### config.mk
export PLATFORM = sky130hd
export DESIGN_NAME = cacheline_adaptor
export DESIGN_NICKNAME = d
export VERILOG_FILES = /design/src/rtl/cacheline_adaptor.sv
export SDC_FILE = /design/constraint.sdc
export NUM_CORES = 1
export LEC_CHECK = 0
export BUFFER_PORTS_ARGS = -buffer_cell sky130_fd_sc_hd__buf_2
export CAP_MARGIN = 20
export CORE_AREA = 3 3 273 275
export DETAILED_ROUTE_END_ITERATION = 8
export DIE_AREA = 0 0 276 278
export PLACE_DENSITY = 0.7
export SYNTH_ARGS = -nofsm -noshare
export SYNTH_HDL_FRONTEND = slang
export SYNTH_SLANG_ARGS = --single-unit
### constraint.sdc
create_clock -name clk -period 32.7 [get_ports clk]
set_input_delay 3.27 -clock clk [delete_from_list [all_inputs] [get_ports clk]]
set_output_delay 3.27 -clock clk [all_outputs]
set_load 0.1 [all_outputs]
### src/rtl/cacheline_adaptor.sv
// Bridges the cache's single-transfer line port to a BEATS-beat burst memory port.
// A line read or write is split into BEAT_W-bit beats, lowest beat first.
module cacheline_adaptor #(
  parameter int LINE_W = 256,
  parameter int BEAT_W = 64
) (
  input  logic              clk,
  input  logic              rst,
  input  logic [31:0]       pmem_address,
  input  logic [LINE_W-1:0] pmem_wdata,
  input  logic              pmem_read,
  input  logic              pmem_write,
  output logic [LINE_W-1:0] pmem_rdata,
  output logic              pmem_resp,
  output logic [31:0]       address_o,
  output logic              read_o,
  output logic              write_o,
  output logic [BEAT_W-1:0] burst_o,
  input  logic [BEAT_W-1:0] burst_i,
  input  logic              resp_i
);

  localparam int BEATS = LINE_W / BEAT_W;
  localparam int CNT_W = (BEATS > 1) ? $clog2(BEATS) : 1;
  localparam logic [CNT_W-1:0] LAST_BEAT = CNT_W'(BEATS - 1);
  // Clears the byte-offset bits so the burst starts on a line boundary.
  localparam logic [31:0] LINE_MASK = ~(32'(LINE_W / 8) - 32'd1);

  typedef enum logic [1:0] {
    IDLE,
    READ,
    WRITE,
    DONE
  } state_e;

  state_e            state;
  logic [CNT_W-1:0]  cnt;
  logic [CNT_W-1:0]  next_cnt;
  logic [LINE_W-1:0] line_q;
  logic [LINE_W-1:0] rd_line_next;

  assign next_cnt = cnt + CNT_W'(1);

  // Line buffer with the incoming read beat merged into its slot.
  // NOTE: every combinational output gets a default first, so no path leaves it unassigned and no latch is inferred.
  always_comb begin
    rd_line_next = line_q;
    rd_line_next[cnt*BEAT_W +: BEAT_W] = burst_i;
  end

  // NOTE: all state is updated with non-blocking assignments so every register samples pre-edge values.
  always_ff @(posedge clk or posedge rst) begin
    if (rst) begin
      state      <= IDLE;
      cnt        <= '0;
      // NOTE: the line buffer is reset too; it is a register bank, not a RAM, and a known value keeps reads deterministic.
      line_q     <= '0;
      pmem_rdata <= '0;
      pmem_resp  <= 1'b0;
      address_o  <= '0;
      read_o     <= 1'b0;
      write_o    <= 1'b0;
      burst_o    <= '0;
    end else begin
      case (state)
        IDLE: begin
          cnt <= '0;
          // Writeback has priority over refill when both are requested.
          if (pmem_write) begin
            address_o <= pmem_address & LINE_MASK;
            line_q    <= pmem_wdata;
            burst_o   <= pmem_wdata[BEAT_W-1:0];
            write_o   <= 1'b1;
            state     <= WRITE;
          end else if (pmem_read) begin
            address_o <= pmem_address & LINE_MASK;
            read_o    <= 1'b1;
            state     <= READ;
          end
        end

        READ: begin
          if (resp_i) begin
            line_q <= rd_line_next;
            if (cnt == LAST_BEAT) begin
              pmem_rdata <= rd_line_next;
              read_o     <= 1'b0;
              pmem_resp  <= 1'b1;
              cnt        <= '0;
              state      <= DONE;
            end else begin
              cnt <= next_cnt;
            end
          end
        end

        WRITE: begin
          if (resp_i) begin
            if (cnt == LAST_BEAT) begin
              // burst_o keeps the final beat until the next write is accepted.
              write_o   <= 1'b0;
              pmem_resp <= 1'b1;
              cnt       <= '0;
              state     <= DONE;
            end else begin
              burst_o <= line_q[next_cnt*BEAT_W +: BEAT_W];
              cnt     <= next_cnt;
            end
          end
        end

        DONE: begin
          pmem_resp <= 1'b0;
          state     <= IDLE;
        end

        default: state <= IDLE;
      endcase
    end
  end

endmodule

Yosys cells after proc, flatten, opt, wreduce, memory -nomap -nowiden. Index checks and enable logic that the tools add are counted.

Flip-flop bits (word level): 615. Bits of input ports: 357.

Add/subtract/negate cells: 2. Eq/ne operators: 15. Shift operators: 3. Multiplexer cells: 28. Reductions and logical operators: 16.

Operators by type and width (number): $mux W256 (2); $pmux W256 S2 (1); $bwmux W256 (1); $shift A64 B34 Y256 const A (1); $shiftx A256 B9 Y64 (1); $shiftx A64 B34 Y256 (1); $mux W64 (3); $pmux W64 S2 (1); $mux W32 (2); $neg A8 Y34 (1); $ne A2 B2 Y1 const B (8); $mux W2 (6); $reduce_and A3 Y1 (4); $reduce_bool A2 Y1 (5); $reduce_and A4 Y1 (2); $mux W1 (7); $eq A2 B2 Y1 const B (3); $pmux W1 S2 (3); $pmux W2 S3 (1); $reduce_and A5 Y1 (1); $ne A2 B1 Y1 const B (2); $pmux W2 S2 (1); $reduce_and A2 Y1 (2); $ne A3 B3 Y1 const B (1); other kinds (4) (4).

Longest topological paths before layout. Gate-level depths: netlist (run 1).

Word-level depth: 5. Mapped depth: 12. Mapped depth without buffers: 5.

Worst setup path before layout (run 1). No wires, ideal clock.

Path kind: input to register. Start point: input pmem_write. End point: register line_q[10]. Library setup time: 0.126 ns. Arrival time: 4.426 ns. Data required time: 32.574 ns. Path slack: 28.148 ns. Stages on the path: 7. Path buffers: 4. Cells stage by stage: buf_2 mux2i_2 buf_6 buf_6 buf_4 nor3b_1 a221o_1.

Cells in the longest elaborated chain, start to end: 2.

RTL lines: start, declared (line 12) `input logic pmem_write,`; $ne A2 B2 Y1 (no source line); $reduce_and A3 Y1 (no source line); end signal, assigned (line 71) `line_q <= pmem_wdata;`; end signal, assigned (line 84) `line_q <= rd_line_next;`; end, declared (line 39) `logic [LINE_W-1:0] line_q;`.

No other way between the ends. A chain may end at the register's enable or synchronous reset.

Worst setup path after layout (run 1).
Start point: register cnt[0]. End point: register line_q[254].

Cells in the longest elaborated chain, start to end: 5. Elaborated cells on any way between the ends: 6. Those cells by class: 1 x add/sub; 2 x shift; 3 x mux.

RTL lines: start, declared (line 37) `logic [CNT_W-1:0] cnt;`; start signal, assigned (line 92) `cnt <= next_cnt;`; start signal, assigned (line 107) `cnt <= next_cnt;`; $neg A8 Y34 (*) (line 48) `rd_line_next[cnt*BEAT_W +: BEAT_W] = burst_i;`; $shiftx A64 B34 Y256 or $shift A64 B34 Y256 (tied branches) (line 48); $bwmux W256 (*) (line 48); $mux W256 (*) (line 83) `if (resp_i) begin`; $pmux W256 S2 (*) (line 65) `case (state)`.

Every way passes the cells marked *; elsewhere a longest branch is shown, timed or not. The select of a mux whose other input is x is not followed.

==> results of run 1 <==
## metrics by stage
| stage | std cells | hold slack, ns | cell area (sq um) |
|---|---|---|---|
| 6_report | 4376 | 0.480 | 36600 |
| 2_1_floorplan | 2804 | 0.475 | 30100 |
| 3_3_place_gp | 4211 | 0.463 | 34000 |
| 5_1_grt | 4366 | 0.495 | 36500 |
| 4_1_cts | 4332 | 0.482 | 36400 |
| 3_5_place_dp | 4211 | 0.468 | 34000 |
## placed cells by master (no fill, tap or decap), types with 61 or more instances in the layout
cell type    n
nand2_1    390
mux2_1      61
a32oi_1     64
a221o_1    129
clkbuf_16   70
nor2b_1    130
o2bb2ai_1  127
nor3b_1     65
a22o_1     128
o21ai_0     78
and4_1      64
o211ai_1    64
o22ai_1     65
a21oi_1    130
inv_1       71
mux4_2      64
dfrtp_1    609
buf_2      700
o21ai_1    184
## cell families (layout without fill, tap and decap cells)
group / Yosys count / count (layout) / synth area share [%]
fa+ha+maj: 10 / 10 / 0.416
simple gates: 668 / 668 / 11.6
compound gates: 979 / 979 / 23.3
flops: 610 / 610 / 50.7
other cells: 1 / 45 / 0.0125
buf+inv: 373 / 946 / 5.64
mux: 159 / 159 / 8.34
## layer usage
metal	vias to the layer above	GRT usage, %	routed length [um]
met5	-	0	16
met3	457	8.53	13700
met1	13700	40.0	46900
met2	1915	48.5	56900
met4	4	16.1	6610
li1	11600	-	-
## layout make-up
cell class / count / area, sq um / area share, %
timing repair buffer: 748 / 3960 / 10.8
multi-input combinational: 1821 / 13300 / 36.5
antenna: 40 / 100 / 0.274
clock inverter: 24 / 345 / 0.944
tap: 959 / 1200 / 3.28
sequential: 610 / 15300 / 41.8
inverter: 77 / 300 / 0.821
clock buffer: 97 / 2050 / 5.62
## worst max-delay path by stage
stage	slack [ns]	from	depth (start not counted)	to
2_1_floorplan	12.35	rst	1	address_o[10]$_DFFE_PP0P_
3_3_place_gp	26.02	resp_i	5	pmem_rdata[62]$_DFFE_PP0P_
3_5_place_dp	26.00	resp_i	5	pmem_rdata[47]$_DFFE_PP0P_
4_1_cts	26.64	resp_i	5	pmem_rdata[62]$_DFFE_PP0P_
5_1_grt	26.99	cnt[0]$_DFFE_PP0P_	7	line_q[254]$_DFFE_PP0P_
6_report	27.03	cnt[0]$_DFFE_PP0P_	7	line_q[254]$_DFFE_PP0P_
## worst max-delay path: stages, from the launching register on
cell	delay, ns
dfrtp_4	0.98
clkinv_2	0.92
ha_4	1.04
buf_4	0.73
nand4bb_4	0.27
buf_4	0.96
o221ai_1	0.26
mux2_1	0.34
## registers in the layout (all words and copies together) (netlist names)
name / count
pmem_resp: 1
read_o: 1
cnt: 2
line_q: 256
address_o: 27
state: 2
write_o: 1
pmem_rdata: 256
burst_o: 64
==> results.tsv, run 1 <==
metric	value	unit
reg2reg_depth	7	
vias	27700	
vias_per_cell	6.33	
rsz0062_at_grt	no	
period_share	17.4	%
postSynthRegisterBits	610	
wl_per_cell	28.4	um
seq_area_frac_synth	50.7	%
die-area	76700	sq um
drtPass1Iterations	6	
clock_path_buffers	3	
slew-limit-headroom	15.5	%
drc_errors	0	
die_x	276	um
routed_wl	124000	um
fmax	176	MHz
synth_most_common_cell	dfrtp_1	
cts_sinks	610	
areaGrowthSynthToFinish	21.5	%
nNetsFinal	3694	
startpoint_type	register	
rr_startpoint	cnt[0]$_DFFE_PP0P_	
final_hold_viol_count	0	
gr-total-overflow	0	
hp-class	register to register	
rows	99	
yosys.area.top_type	dfrtp_1	
core_region_area	72600	sq um
cts_tree	done	
cts_setup_buffers	0	
gp_congestion	0.872	
die_h	278	um
fin_ws	27.03	ns
cp_data_required_time	33.17	ns
worst_ep_arrival_time	6.14	ns
grt_pass1_vias	27900	
critPathCaptureType	register	
portBuffers	701	
antenna_found_initial	36	
setup_violations	0	
synthesis.area	30100	sq um
dpl.hpwl	74300	um
root_buffer	clkbuf_16	
synth.area.top_cells	dfrtp_1 (51%), nand2_1 (4.9%), mux4_2 (4.8%)	
dpl_worst_slack	26.00	ns
synth_cell_types	51	
grt_pass1_wl	182000	um
outcome	completed	
hp-start	pmem_rdata[117]$_DFFE_PP0P_	
worstSkewPairLatency	0.61	ns
numCtsBuffers	69	
worst_pin_slew	1.27	ns
hold_buffers	0	
drive_gt1_share	29.2	%
path_clk_slew	0.06	ns
ys_warn_count	0	
hold_depth	2	
fin_tns_setup	0	ns
maxCapViolations	0	
ff2ff_setup_slack	27.03	ns
fin_crit	5.68	ns
io_pins	712	
crit_fanout	64	
synthFlopType	dfrtp_1	
fin_util	50.4	%
syn_area_per_cell	10.8	sq um
hold_end	pmem_rdata[117]$_DFFE_PP0P_	
synth_commonest_cells	dfrtp_1 (610), nand2_1 (390), o21ai_1 (184)	
synthCells	2800	
grt_max_degree	157	
cts.repair.resized	0	
fillers	6596	
critPathKind	register to register	
drtIter0Drc	3228	
gr-usage-all-layers	31.2	%
r2r-end	line_q[254]$_DFFE_PP0P_	
start_util	41.5	%
slew_violations	0	
synth_enable_flop_cells	0	
htree_levels	3	
ant_nets	0	
synth-async-reset-ratio	100	%
synth.top_cell.area_share	50.7	%
fin_worst_skew	0.0352	ns
Power of run 1 is not shown: default switching activity piles up to over one toggle a cycle in this logic, so the estimate is an artifact.
==> inputs of run 2 (changes only) <==
Settings changed: ABC_AREA set to 1, CORE_AREA 3 3 273 275 to 3 3 274 276, DIE_AREA 0 0 276 278 to 0 0 277 279, PLACE_DENSITY 0.7 to 0.76.
Clock period 32.7 ns to 5.7 ns, I/O delays scaled along.
==> run 2 against run 1 <==
Cell area is 9.6% higher. Utilization is 4.7 points higher. Synthesized cell count is 84% higher.
==> results.tsv, run 2 <==
metric	value	unit
outcome	completed	
ys_warn_count	0	
fillers	6967	
cts.repair.resized	0	
cts_tree	done	
mostFrequentLayoutCell	nand2_1	
areaGrowthSynthToFinish	17.7	%
portBuffers	701	
setup_violations	0	
root_buffer	clkbuf_16	
rows	99	
htree_levels	3	
core_region_area	72800	sq um
final_hold_viol_count	0	
dpl.hpwl	80100	um
slew_violations	0	
gp_congestion	0.913	
start_util	46.8	%
synth_commonest_cells	nand2_1 (2,503), nand3_1 (734), nor2_1 (711)	
cp_data_required_time	6.23	ns
die_x	277	um
syn_area_per_cell	6.62	sq um
synth.area.top_cells	dfrtp_1 (45%), nand2_1 (28%), nand3_1 (11%)	
critPathCaptureType	register	
numCtsBuffers	72	
clock_path_buffers	3	
synthFlopType	dfrtp_1	
drc_errors	0	
critPathKind	register to register	
worst_ep_arrival_time	4.42	ns
synth.top_cell.area_share	44.8	%
synthCells	5148	
synth-async-reset-ratio	100	%
worstSkewPairLatency	0.60	ns
fin_crit	3.89	ns
hp-class	input port to register	
cp_top_family	buffers and inverters	
final_cell_mix	nand2_1 (2,502), nand3_1 (734), nor2_1 (709), buf_2 (701), dfrtp_1 (609)	
synth_most_common_cell	nand2_1	
cts_sinks	610	
vias	36700	
slowest_stage	nor2_4	
drtPass1Iterations	8	
postSynthRegisterBits	610	
crit_fanout	64	
seq_area_frac_synth	44.8	%
synth_enable_flop_cells	0	
maxCapViolations	0	
drive_gt1_share	15.6	%
path_cells	inv_6 > ha_4 > clkinv_2 > nor2_4 > buf_12 > nand3_1 > nand3_1 > nand2_1 > nand2_1	
gr-total-overflow	0	
gr-usage-all-layers	32.0	%
fin_worst_skew	0.0273	ns
routed_wl	128000	um
die_h	279	um
io_pins	712	
grt_max_degree	172	
path_buf_inv	3	
worst_pin_slew	1.20	ns
fmax	257	MHz
vias_per_cell	5.51	
largest_registers	line_q x256, pmem_rdata x256, burst_o x64	
drtIter0Drc	4075	
placed_area	37700	sq um
stdcell_area	40100	sq um
period_share	68.2	%
antenna_found_initial	23	
ant_nets	0	
grt_pass1_vias	34700	
max_stage_delay	0.76	ns
wl_per_cell	19.2	um
slew-limit-headroom	20.2	%
fin_util	55.0	%
rsz0062_at_grt	no	
path_clk_slew	0.06	ns
yosys.area.top_type	dfrtp_1	
nNetsFinal	6001	
die-area	77300	sq um
startpoint_type	register	
synth_cell_types	24	
synthesis.area	34100	sq um
grt_pass1_wl	196000	um
## run 2: changes by cell type after synthesis, moves of 129 or more
cell	previous run	this run
a21oi_1	130	1
a221o_1	129	0
nand2_1	390	2503
nand3_1	1	734
nor2_1	2	711
nor2b_1	130	0
o21ai_1	184	1
## run 2: layout make-up
type / count / area (sq um) / share of cell area (%)
Multi-Input combinational cell: 4048 / 16600 / 41.4
Clock buffer: 100 / 2060 / 5.13
Antenna cell: 20 / 50.0 / 0.125
Clock inverter: 21 / 262 / 0.652
Sequential cell: 610 / 15300 / 38.1
Timing Repair Buffer: 756 / 4070 / 10.2
Tap cell: 959 / 1200 / 2.99
Inverter: 146 / 568 / 1.42
## run 2: path summary, 6_finish.rpt
path                                          from                         to  slack, ns  cells after the start
worst max-delay path            cnt[0]$_DFFE_PP0P_     line_q[61]$_DFFE_PP0P_       1.81                      9
worst min-delay path              pmem_address[29]  address_o[29]$_DFFE_PP0P_       0.16                      3
worst max register to register  cnt[0]$_DFFE_PP0P_     line_q[61]$_DFFE_PP0P_       1.81                      9
worst min register to register  read_o$_DFFE_PP0P_         read_o$_DFFE_PP0P_       0.47                      2
max in group asynchronous                      rst  address_o[31]$_DFFE_PP0P_       3.67                      5
min in group asynchronous                      rst    burst_o[40]$_DFFE_PP0P_       0.54                      3
## run 2: kinds of logic (layout without fill, tap and decap cells)
family	Yosys count	in the layout	share of synthesized area [%]
compound gates	79	79	1.65
fa+ha+maj	10	10	0.367
buf+inv	494	1023	6.84
flops	610	610	44.8
other cells	1	25	0.0110
simple gates	3954	3954	46.3
## run 2: what timing repair did
action,CTS,global route
setup buffers,0,0
hold buffers,1,0
endpoints found under the hold margin,6,0
## run 2: through the flow
stage	setup TNS (ns)	hold slack [ns]	cells	setup WS, ns
after floorplan	-1947.79	0.471	5152	-3.19
after global placement	0	0.452	6517	1.95
after detailed placement	0	0.458	6517	1.96
after CTS	0	0.122	6639	1.91
after global routing	0	0.157	6657	1.66
final	0	0.162	6660	1.81
## run 2: tightest hold or removal path: cells and delay by family
kind / cells / cell delay [ns]
buffers and inverters: 1 / 0.07
and+or+nand+nor: 2 / 0.08
## run 2: metal layers
metal  share of wire, %  vias to the layer above  global-route usage, %
met5              0.034                        -                      0
met4                5.5                        6                   18.0
met3                 11                      409                   7.56
met2                 46                     2276                   50.0
met1                 38                    17100                   41.1
li1                   -                    17000                      -
Power of run 2 is left out for the same reason.
